`config.mk`:
```
export PLATFORM = sky130hd
export DESIGN_NAME = sys_ctrl_fsm
export DESIGN_NICKNAME = d
export VERILOG_FILES = /design/src/rtl/sys_ctrl_fsm.sv
export SDC_FILE = /design/constraint.sdc
export NUM_CORES = 1
export LEC_CHECK = 0
export ABC_AREA = 1
export BUFFER_PORTS_ARGS = -buffer_cell sky130_fd_sc_hd__buf_2
export CAP_MARGIN = 10
export CELL_PAD_IN_SITES_DETAIL_PLACEMENT = 1
export CELL_PAD_IN_SITES_GLOBAL_PLACEMENT = 2
export CORE_UTILIZATION = 29
export CTS_BUF_LIST = sky130_fd_sc_hd__clkbuf_4 sky130_fd_sc_hd__clkbuf_8
export DETAILED_ROUTE_END_ITERATION = 12
export PLACE_DENSITY = 0.91
export SYNTH_ARGS = -nofsm -noshare
export SYNTH_HDL_FRONTEND = slang
export SYNTH_SLANG_ARGS = --single-unit
```
`constraint.sdc`:
```
create_clock -name sys_clk -period 1.61 [get_ports sys_clk]
set_clock_uncertainty 0.1 [all_clocks]
set_input_delay 0.0805 -clock sys_clk [delete_from_list [all_inputs] [get_ports sys_clk]]
set_output_delay 0.0805 -clock sys_clk [all_outputs]
set_load 0.02 [all_outputs]
```
`src/rtl/sys_ctrl_fsm.sv`:
```
// ---------------------------------------------------------------------------
// sys_ctrl_fsm
// Per-frame decoding-process controller for the layered IB-LDPC decoder.
// Sequences channel-LLR fetch, CNU pipeline, C2V permutation, VNU pipeline
// and V2C permutation, iterating until the frame terminates. Two instances
// share the CNU/VNU datapath; each is enabled by the partner's
// inter_frame_en so the frames run half an iteration apart.
//
// Ports:
//   sys_clk            clock, rising edge
//   rstn               synchronous active-low reset
//   fsm_en             advance enable (0 = freeze state, strobes forced low)
//   termination        frame finished, sampled in P2P_V_OUT
//   inter_frame_align  partner terminating, holds this FSM in CONFIG
//   llr_fetch          channel-LLR fetch strobe
//   v2c_src            V2C source: 0 = channel LLR, 1 = VNU output
//   v2c_msg_en         V2C messages valid toward CNU
//   cnu_rd             CNU pipeline active
//   c2v_msg_en         C2V messages valid toward VNU
//   vnu_rd             VNU pipeline active
//   inter_frame_en     releases the partner FSM (sticky until reset)
//   de_frame_start     start-of-iteration strobe
//   cn_ram_we          IB-CNU LUT RAM write enables (all ones in P2P_V)
//   vn_ram_we          IB-VNU LUT RAM write enables (all ones in P2P_C)
//   state              current state code
//
// Optional feature macro: SYS_FSM_MAX_ITER_EN
//   Adds parameter MAX_ITER and a 4-bit iteration counter that forces
//   termination after MAX_ITER iterations.
// ---------------------------------------------------------------------------
module sys_ctrl_fsm #(
    parameter int          CNU_PIPELINE_LEVEL  = 4,
    parameter int          VNU_PIPELINE_LEVEL  = 2,
    parameter bit          INIT_INTER_FRAME_EN = 1'b0,
    parameter int          WE_WIDTH            = 2
`ifdef SYS_FSM_MAX_ITER_EN
    ,
    parameter int          MAX_ITER            = 8
`endif
) (
    input  logic                sys_clk,
    input  logic                rstn,
    input  logic                fsm_en,
    input  logic                termination,
    input  logic                inter_frame_align,
    output logic                llr_fetch,
    output logic                v2c_src,
    output logic                v2c_msg_en,
    output logic                cnu_rd,
    output logic                c2v_msg_en,
    output logic                vnu_rd,
    output logic                inter_frame_en,
    output logic                de_frame_start,
    output logic [WE_WIDTH-1:0] cn_ram_we,
    output logic [WE_WIDTH-1:0] vn_ram_we,
    output logic [3:0]          state
);

    typedef enum logic [3:0] {
        CONFIG        = 4'd0,
        LLR_FETCH     = 4'd1,
        LLR_FETCH_OUT = 4'd2,
        CNU_PIPE      = 4'd3,
        CNU_OUT       = 4'd4,
        P2P_C         = 4'd5,
        P2P_C_OUT     = 4'd6,
        VNU_PIPE      = 4'd7,
        VNU_OUT       = 4'd8,
        P2P_V         = 4'd9,
        P2P_V_OUT     = 4'd10
    } state_t;

    localparam logic [7:0] CNU_LAST = 8'(CNU_PIPELINE_LEVEL - 1);
    localparam logic [7:0] VNU_LAST = 8'(VNU_PIPELINE_LEVEL - 1);

    state_t     state_reg;
    logic [7:0] cnt_reg;
    logic       first_iter_reg;
    logic       inter_frame_en_reg;
    logic       term_eff;

`ifdef SYS_FSM_MAX_ITER_EN
    logic [3:0] iter_cnt_reg;

    // Force the frame out once the iteration budget is used up.
    assign term_eff = termination | (iter_cnt_reg == 4'(MAX_ITER - 1));

    always_ff @(posedge sys_clk) begin
        if (!rstn) begin
            iter_cnt_reg <= 4'd0;
        end else if (fsm_en) begin
            if (state_reg == LLR_FETCH)
                iter_cnt_reg <= 4'd0;
            else if (state_reg == P2P_V_OUT)
                iter_cnt_reg <= iter_cnt_reg + 4'd1;
        end
    end
`else
    assign term_eff = termination;
`endif

    always_ff @(posedge sys_clk) begin
        if (!rstn) begin
            state_reg          <= CONFIG;
            cnt_reg            <= 8'd0;
            first_iter_reg     <= 1'b1;
            inter_frame_en_reg <= INIT_INTER_FRAME_EN;
        end else if (fsm_en) begin
            case (state_reg)
                CONFIG: begin
                    if (!inter_frame_align) begin
                        state_reg      <= LLR_FETCH;
                        first_iter_reg <= 1'b1;
                    end
                end
                LLR_FETCH: begin
                    state_reg      <= LLR_FETCH_OUT;
                    first_iter_reg <= 1'b1;
                end
                LLR_FETCH_OUT: begin
                    state_reg <= CNU_PIPE;
                    cnt_reg   <= 8'd0;
                end
                CNU_PIPE: begin
                    if (cnt_reg == CNU_LAST) begin
                        state_reg <= CNU_OUT;
                        cnt_reg   <= 8'd0;
                    end else begin
                        cnt_reg <= cnt_reg + 8'd1;
                    end
                end
                CNU_OUT: begin
                    state_reg          <= P2P_C;
                    // First CNU pass done: partner may now use the CNU.
                    inter_frame_en_reg <= 1'b1;
                end
                P2P_C:     state_reg <= P2P_C_OUT;
                P2P_C_OUT: begin
                    state_reg <= VNU_PIPE;
                    cnt_reg   <= 8'd0;
                end
                VNU_PIPE: begin
                    if (cnt_reg == VNU_LAST) begin
                        state_reg <= VNU_OUT;
                        cnt_reg   <= 8'd0;
                    end else begin
                        cnt_reg <= cnt_reg + 8'd1;
                    end
                end
                VNU_OUT:   state_reg <= P2P_V;
                P2P_V:     state_reg <= P2P_V_OUT;
                P2P_V_OUT: begin
                    if (term_eff) begin
                        // New frame: V2C source returns to channel LLRs
                        // already while fetching.
                        state_reg      <= LLR_FETCH;
                        first_iter_reg <= 1'b1;
                    end else begin
                        state_reg      <= CNU_PIPE;
                        cnt_reg        <= 8'd0;
                        first_iter_reg <= 1'b0;
                    end
                end
                default: begin
                    state_reg <= CONFIG;
                    cnt_reg   <= 8'd0;
                end
            endcase
        end
    end

    // Moore decodes of the registered state, all strobes gated by fsm_en.
    assign llr_fetch      = fsm_en & (state_reg == LLR_FETCH);
    assign v2c_msg_en     = fsm_en & ((state_reg == LLR_FETCH_OUT) || (state_reg == P2P_V_OUT));
    assign cnu_rd         = fsm_en & (state_reg == CNU_PIPE);
    assign de_frame_start = fsm_en & (state_reg == CNU_PIPE) & (cnt_reg == 8'd0);
    assign c2v_msg_en     = fsm_en & (state_reg == P2P_C_OUT);
    assign vnu_rd         = fsm_en & (state_reg == VNU_PIPE);
    assign vn_ram_we      = {WE_WIDTH{fsm_en & (state_reg == P2P_C)}};
    assign cn_ram_we      = {WE_WIDTH{fsm_en & (state_reg == P2P_V)}};
    assign v2c_src        = ~first_iter_reg;
    assign inter_frame_en = inter_frame_en_reg;
    assign state          = state_reg;

endmodule

```
[Word-level counts from Yosys, hierarchy flattened]
Index checks and enable logic that the tools add are counted.
Storage, ports and cells
  latch bits: 0
  bits in writable memories: 0
  memories kept: 0
  output and inout bits: 16
  bits in read-only memories: 0
  register bits after elaboration: 14
  input port bits: 5
  logic and storage cells: 52
Operators by class
  divide/modulo/power cells: 0
  bitwise gates (word level): 10
  muxes and demuxes: 12
  equality and inequality tests: 16
  multipliers: 0
  $lt $le $gt $ge: 0
  add/sub/neg operators: 1
  reduce and logical (&&, ||, !) cells: 9
  shift operators: 0
Operators with widths (count)
  $pmux 4 s11: 1
  $pmux 8 s4: 1
  $mux 8: 3
  $eq 4x3->1 const B: 4
  $eq 4x4->1 const B: 3
  $mux 4: 3
  $add 8x1->8 const B: 1
  $and 1x1->1: 8
  $eq 4x2->1 const B: 2
  $eq 8x1->1 const B: 1
  $eq 8x2->1 const B: 1
  $logic_not 8->1: 1
  $ne 2x2->1 const B: 4
  $reduce_and 3->1: 2
  $reduce_or 6->1: 1
  $eq 4x1->1 const B: 1
  $logic_not 4->1: 1
  $reduce_and 4->1: 1
  $pmux 1 s3: 1
  $reduce_bool 3->1: 1
  $mux 1: 2
  $mux 2: 1
  $not 1->1: 2
  $reduce_and 2->1: 1
  $logic_or 1x1->1: 1

[Longest topological paths before layout]
Gate-level depths: netlist (run 1).
  depth after elaboration: 4
  depth in mapped cells: 10
  mapped depth without buffers: 10

[Worst setup path after synthesis (run 1)]
No wires, ideal clock.
  path type: register -> output
  start point: register state_reg[0], in the netlist state[0]
  end point: output port cn_ram_we[1]
  cell stages (with the launch flop): 4
  path buffers: 1
  setup slack: -0.285 ns
  data arrival time: 1.715 ns
  data required time: 1.429 ns
  cells stage by stage: dfxtp_1 inv_1 nor4_1 buf_4
Between the ends
  longest elaborated chain between the ends: 2
Ends and longest elaborated chain
  start: declaration: RTL line 76  | state_t state_reg;
  start signal: assignment: RTL line 104  | state_reg <= CONFIG;
  start signal: assignment: RTL line 112  | state_reg <= LLR_FETCH;
  start signal: assignment: RTL line 117  | state_reg <= LLR_FETCH_OUT;
  $eq 4x4->1: RTL line 180  | assign cn_ram_we = {WE_WIDTH{fsm_en & (state_reg == P2P_V)}};
  $and 1x1->1: RTL line 180
  end: declaration: RTL line 54  | output logic [WE_WIDTH-1:0] cn_ram_we,
No other way between the ends.

[Worst setup path in the final report (run 1)]
  start point: register state_reg[0], in the netlist state[0]
  end point: output port vn_ram_we[1]
Between the ends
  longest elaborated chain between the ends: 2
Ends and longest elaborated chain
  $eq 4x3->1: RTL line 179  | assign vn_ram_we = {WE_WIDTH{fsm_en & (state_reg == P2P_C)}};
  $and 1x1->1: RTL line 179
  end: declaration: RTL line 55  | output logic [WE_WIDTH-1:0] vn_ram_we,
No other way between the ends.

==> run_results.csv, run 1 <==
group,metric,value,unit
worst_hold_path,hp-class,"in2reg",
power,pwr_density_cell,734,mW/mm^2
floorplanning,die_x,61.1,um
routing,drt_iter0_markers,26,
floorplanning,coreArea,0.00334,mm^2
synthesis,synth_area,0.00101,mm^2
run_status,outcome,"finished with violations",
routing,wl_per_cell,12.9,um
timing,finalSetupViolCount,1,
clock_tree,cts_sinks,14,
final_layout,n_antenna_cell,0,
critical_path,path_class,"reg2out",
critical_path,crit_fanout,6,
placed_design,post-dp-hpwl,2.31,mm
floorplanning,start_util,30.3,%
global_routing,antenna_found_initial,0,
routing,wl,2.99,mm
synthesis,ys_warn_count,0,
power,power,0.942,mW
global_routing,grt_pass1_wl,4.73,mm
floorplanning,die_h,61.1,um
critical_path,start_kind,"flip-flop",
global_routing,grt_usage,17.3,%
synthesis,seq_area_frac_synth,27.7,%
critical_path,end_kind,"output port",
global_routing,grt_max_degree,11,
routing,remaining_drc_errors,0,
power,ir_drop,0.297,mV
placed_design,pre_cts_ws,-18.8,ps
power,p_leak,0.597,nW
global_routing,grt_overflow,0,
placed_design,gp_congestion,0.774,
floorplanning,dieArea,0.00373,mm^2
clock_tree,cts_max_level,1,
final_layout,layout_commonest_cell,"nand2_1",
floorplanning,ios,21,
timing,max_freq,0.621,GHz
synthesis,synth_nets,167,
floorplanning,row_count,21,
final_layout,layout.cells.most_common_list,"38 x nand2_1, 22 x nor2_1, 20 x inv_1, 17 x buf_2, 10 x buf_4",
timing,timing.final.ws_setup,-0.951,ps
final_layout,area_delta_synth_final,26.8,%
final_layout,fin_nets,196,
timing,timing.final.crit_share,100,%
placed_design,placed_cell_area,0.00118,mm^2
timing,worst_slew_pin_slew,283,ps
final_layout,stdcell_area,0.00128,mm^2
clock_tree,clk_latency,280,ps
final_layout,largest_reg_flops,8,
job,max_cap_violations,0,
routing,ant_nets,0,
routing,firstDrtPassIters,4,
final_layout,fill_cells,446,
final_layout,layout-drive-gt1-share,33.3,%
clock_tree,clockBufferDepth,2,
clock_tree,numCtsBuffers,3,
global_routing,grt_pass1_vias,1053,
clock_tree,cts_tree,"done",
timing,max_slew_margin,81.0,%
synthesis,ys_seq_elements,14,
final_layout,seq_area,290,um^2
critical_path,worstPathRequired,1430,ps
routing,routed_via_density,4.68,
routing,vias,1086,
run_status,violations,"setup timing",
clock_tree,clkTransAtPathRegs,90,ps
timing,drv_slew,0,
synthesis,synth.distinct_cells,24,
final_layout,multi_input_area,646,um^2
synthesis,syn_avg_cell_area,6.37,um^2
critical_path,arrival,1430,ps
timing,finalWorstPathRequiredPeriod,1610,ps
synthesis,synthCells,159,
clock_tree,clock-root-buffer,"clkbuf_4",
timing,hold_viol_final,0,
placed_design,portBuffers,20,
==> synthesized netlist by cell type, drive strengths merged <==
| cell | count | area, um^2 |
|---|---|---|
| nand3b | 1 | 7.51 |
| nand4 | 3 | 18.8 |
| nor4 | 3 | 18.8 |
| nand2 | 43 | 181 |
| inv | 26 | 97.6 |
| a21oi | 8 | 51.3 |
| nor3 | 3 | 15.0 |
| dfxtp | 14 | 280 |
| ha | 3 | 37.5 |
| buf | 4 | 33.8 |
| o211ai | 1 | 7.51 |
| o21ai | 6 | 30.0 |
| nand3 | 12 | 82.6 |
| xnor2 | 1 | 8.76 |
| nor2 | 31 | 141 |
==> final timing paths <==
path	cells past startpoint	from	slack, ps	end
setup / recovery	4	state[0]	-1	vn_ram_we[1]
hold / removal	5	termination	80	first_iter_reg
setup reg to reg	9	state[2]	130	state[0]
hold reg to reg	2	inter_frame_en	380	inter_frame_en
==> metal layers <==
metal,track usage (%),wire length (um),vias up,share of wire [%]
met5,0,0,-,0
met4,3.90,17,0,0.57
met3,3.78,90,2,3.0
met2,30.6,1500,24,50
met1,21.6,1380,506,46
li1,-,-,554,-
==> worst max-delay path, stage by stage, from the launching register on <==
cell	delay, ps
dfxtp_4	390
inv_1	60
buf_4	160
nor4_4	320
buf_2	220
==> power breakdown <==
group,switching (mW),internal [mW],leakage (nW)
Clock,0.118,0.0868,0.0138
Combinational,0.216,0.121,0.466
Sequential,0.0314,0.369,0.117
==> repair_timing <==
action / in CTS / in global routing
gates resized for setup: 7 / 9
hold buffers: 1 / 0
pin swaps: 0 / 1
hold endpoints to repair: 1 / 0
setup buffers: 0 / 3
setup endpoints to repair: 11 / 7
==> layout make-up <==
cell class | count | share of cell area, %
Multi-Input combinational cell | 115 | 50.3
Inverter | 26 | 7.60
Clock buffer | 3 | 1.75
Timing Repair Buffer | 28 | 13.3
Sequential cell | 14 | 22.6
Tap cell | 46 | 4.48
==> metrics by stage <==
step	setup TNS, ps	utilization [%]	hold WS, ps	instances
2_1_floorplan	-53.4	-	207	159
3_3_place_gp	0	35.5	293	225
3_5_place_dp	-46.9	35.5	304	225
4_1_cts	0	36.9	64.8	229
5_1_grt	-116	38.5	115	232
6_report	-0.951	38.5	75.4	232
==> cell families (layout without fill, tap and decap cells) <==
logic type / Yosys count / in the layout / share of synthesized area [%]
buf+inv: 30 / 57 / 13.0
simple gates: 96 / 96 / 46.0
xor+xnor: 1 / 1 / 0.865
flops: 14 / 14 / 27.7
compound gates: 15 / 15 / 8.78
fa+ha+maj: 3 / 3 / 3.71
Note: power is estimated with default switching activity, not from simulation.
==> run 2, diff against run 1 <==
Settings changed: ABC_AREA 1 to default, CORE_UTILIZATION 29 to 31.
==> run_results.csv, run 2 <==
group,metric,value,unit
run_status,outcome,"finished with violations",
run_status,violations,"DRC, setup timing",
synthesis,yosysMostFrequentCell,"dfxtp_1",
power,power,0.812,mW
floorplanning,start_util,33.4,%
timing,timing.final.ws_setup,-433,ps
critical_path,start_kind,"flip-flop",
floorplanning,row_count,19,
synthesis,ys.flop_type,"dfxtp_1",
timing,finalSetupViolCount,12,
synthesis,yosysTopAreaCellShare,29.7,%
placed_design,portBuffers,20,
power,clkPwrFrac,35.8,%
synthesis,synth_area,945,um^2
power,sw_frac_of_total,31.7,%
synthesis,synth_nets,129,
floorplanning,die_h,57.2,um
floorplanning,die_x,57.2,um
synthesis,seq_area_frac_synth,29.7,%
clock_tree,clockBufferDepth,2,
worst_hold_path,hp-class,"in2reg",
floorplanning,ios,21,
worst_hold_path,min_path_cells,4,
placed_design,post-dp-hpwl,2.57,mm
routing,drt_iter0_markers,75,
routing,ant_nets,0,
final_layout,layout_commonest_cell,"buf_4",
power,p_sw,0.257,mW
clock_tree,cts_sinks,14,
placed_design,place_inst,193,
critical_path,arrival,2180,ps
final_layout,fin_cells,211,
global_routing,grt_overflow,0,
clock_tree,numCtsBuffers,3,
global_routing,grt_pass1_wl,6.51,mm
global_routing,grt_pass1_vias,1299,
routing,routed-wl-met3,268,um
power,pwr_density_cell,492,mW/mm^2
critical_path,max_stage_delay,400,ps
clock_tree,clock-root-buffer,"clkbuf_4",
critical_path,worstPathRequired,1740,ps
synthesis,synth.largest_area_cell,"dfxtp_1",
global_routing,antenna_found_initial,0,
routing,wl,4.78,mm
clock_tree,clk_latency,300,ps
power,internal_power,0.555,mW
final_layout,layout-drive-gt1-share,59.4,%
timing,max_slew_margin,77.4,%
routing,routed.top_layer,"met4",
critical_path,worst-path-buf-inv,1,
routing,wl_per_cell,22.7,um
critical_path,path_depth,6,
routing,wl_met2,2.35,mm
timing,finalWorstPathRequiredPeriod,2040,ps
synthesis,synth_edf_count,0,
timing,drv_slew,0,
routing,routed_via_density,6.03,
synthesis,ys_seq_elements,14,
power,combPwrFrac,20.2,%
synthesis,ys_warn_count,0,
critical_path,end_kind,"flip-flop",
final_layout,stdcell_area,0.00165,mm^2
final_layout,layout.cells.most_common_list,"40 x buf_4, 15 x buf_2, 10 x nand2_1, 7 x a21oi_1, 7 x dfxtp_1",
critical_path,crit_chain,"inv_2 -> ha_4 -> mux2_4 -> a311o_2 -> or3_1 -> a31oi_1",
synthesis,yosys-top-cells-count,"14 x dfxtp_1, 11 x nand2_1, 10 x a21oi_1",
floorplanning,dieArea,0.00327,mm^2
critical_path,rr_worst_depth,6,
final_layout,seq_area,294,um^2
final_layout,area_delta_synth_final,74.8,%
placed_design,placed_cell_area,0.00129,mm^2
synthesis,synth.area.top_cells,"dfxtp_1 30%, a21oi_1 5.3%, and4_1 4.6%, nand2_1 4.4%, ha_1 4.0%",
routing,vias,1272,
power,ir_drop,0.273,mV
synthesis,synthArstFlopShare,0,%
clock_tree,clkTransAtPathRegs,120,ps
critical_path,crit_family,"compound AO/OA/AOI/OAI gates",
timing,worst_slew_pin_slew,339,ps
synthesis,synth.distinct_cells,41,
floorplanning,coreArea,0.00283,mm^2
synthesis,synthCells,121,
global_routing,grt_usage,26.3,%
final_layout,n_antenna_cell,0,
critical_path,cpMaxStageDelayCell,"a311o_2",
critical_path,path_class,"reg2reg",
routing,remaining_drc_errors,4,
final_layout,fin_nets,189,
routing,firstDrtPassIters,8,
power,p_leak,0.690,nW
global_routing,grt_max_degree,13,
power,power.share.sequential,44.0,%
timing,timing.final.crit_share,127,%
final_layout,fill_cells,315,
timing,max_freq,0.489,GHz
clock_tree,cts_max_level,1,
timing,hold_viol_final,0,
placed_design,gp_congestion,0.852,
final_layout,multi_input_area,785,um^2
critical_path,crit_fanout,6,
clock_tree,cts_tree,"done",
synthesis,syn_avg_cell_area,7.81,um^2
routing,wirelength_met1,2.06,mm
job,max_cap_violations,0,
timing,rsz0062_at_grt,"yes",
final_layout,largest_reg_flops,8,
run 2: cell types whose count changed in the layout (fill, tap and decap cells not counted), sizes merged, moves of 3 or more:
cell / before / now
buf: 27 / 62
and4: 0 / 5
nand3: 12 / 4
nor2b: 0 / 3
or3: 0 / 5
inv: 26 / 5
nand2: 43 / 11
o21a: 0 / 3
nand2b: 0 / 6
a31oi: 0 / 3
nor2: 31 / 6
run 2: layout make-up:
class	instances	share of cell area (%)
sequential	14	17.8
multi-input combinational	92	47.5
clock buffer	4	2.20
inverter	7	1.82
timing repair buffer	63	28.3
tap	31	2.35
run 2: kinds of logic after synthesis:
family	Yosys count	synth area share, %
AO/OA/AOI/OAI	31	21.1
adder cells (fa/ha/maj)	3	3.97
buffers and inverters	15	7.02
flip-flops	14	29.7
multiplexers	2	2.65
AND/OR/NAND/NOR	56	35.6
run 2: metal layers:
layer | vias up | track usage [%]
li1 | 557 | -
met1 | 634 | 31.7
met2 | 67 | 44.7
met3 | 14 | 6.58
met4 | 0 | 10.8
met5 | - | 0
run 2: what timing repair did:
action                                  CTS  global route
pin swaps                                 8             5
endpoints found under the hold margin     2             0
buffers inserted                          6             8
hold buffers                              1             0
endpoints found under the setup margin   15            17
gates resized for setup                  26            28
run 2: final timing paths:
check | slack, ps | from | to
worst max-delay path | -430 | cnt_reg[1] | cnt_reg[6]
worst min-delay path | 120 | termination | first_iter_reg
worst max register to register | -430 | cnt_reg[1] | cnt_reg[6]
worst min register to register | 370 | inter_frame_en | inter_frame_en
run 2: worst register-to-register path, cell delays in order, from the launching register on:
cell     delay [ps]
dfxtp_2         380
inv_2            60
ha_4            150
mux2_4          280
a311o_2         400
or3_1           400
a31oi_1         210
run 2: power by group through the flow:
stage               Combinational (mW)  Sequential [mW]  Clock (mW)
floorplan                       0.0601            0.374           0
global placement                 0.117            0.365           0
detailed placement               0.121            0.366           0
CTS                              0.138            0.357       0.279
global route                     0.172            0.357       0.310
finish                           0.164            0.357       0.291
run 2: per-stage QoR:
| step | worst slack (ps) | setup TNS (ps) | utilization [%] | hold slack, ps |
|---|---|---|---|---|
| after CTS | -275 | -2040 | 52.4 | 93.5 |
| final | -433 | -3410 | 58.4 | 122 |
| after floorplan | -156 | -893 | - | 236 |
| after global placement | -170 | -882 | 45.6 | 259 |
| after global routing | -453 | -3970 | 58.4 | 118 |
| after detailed placement | -265 | -1720 | 45.6 | 285 |
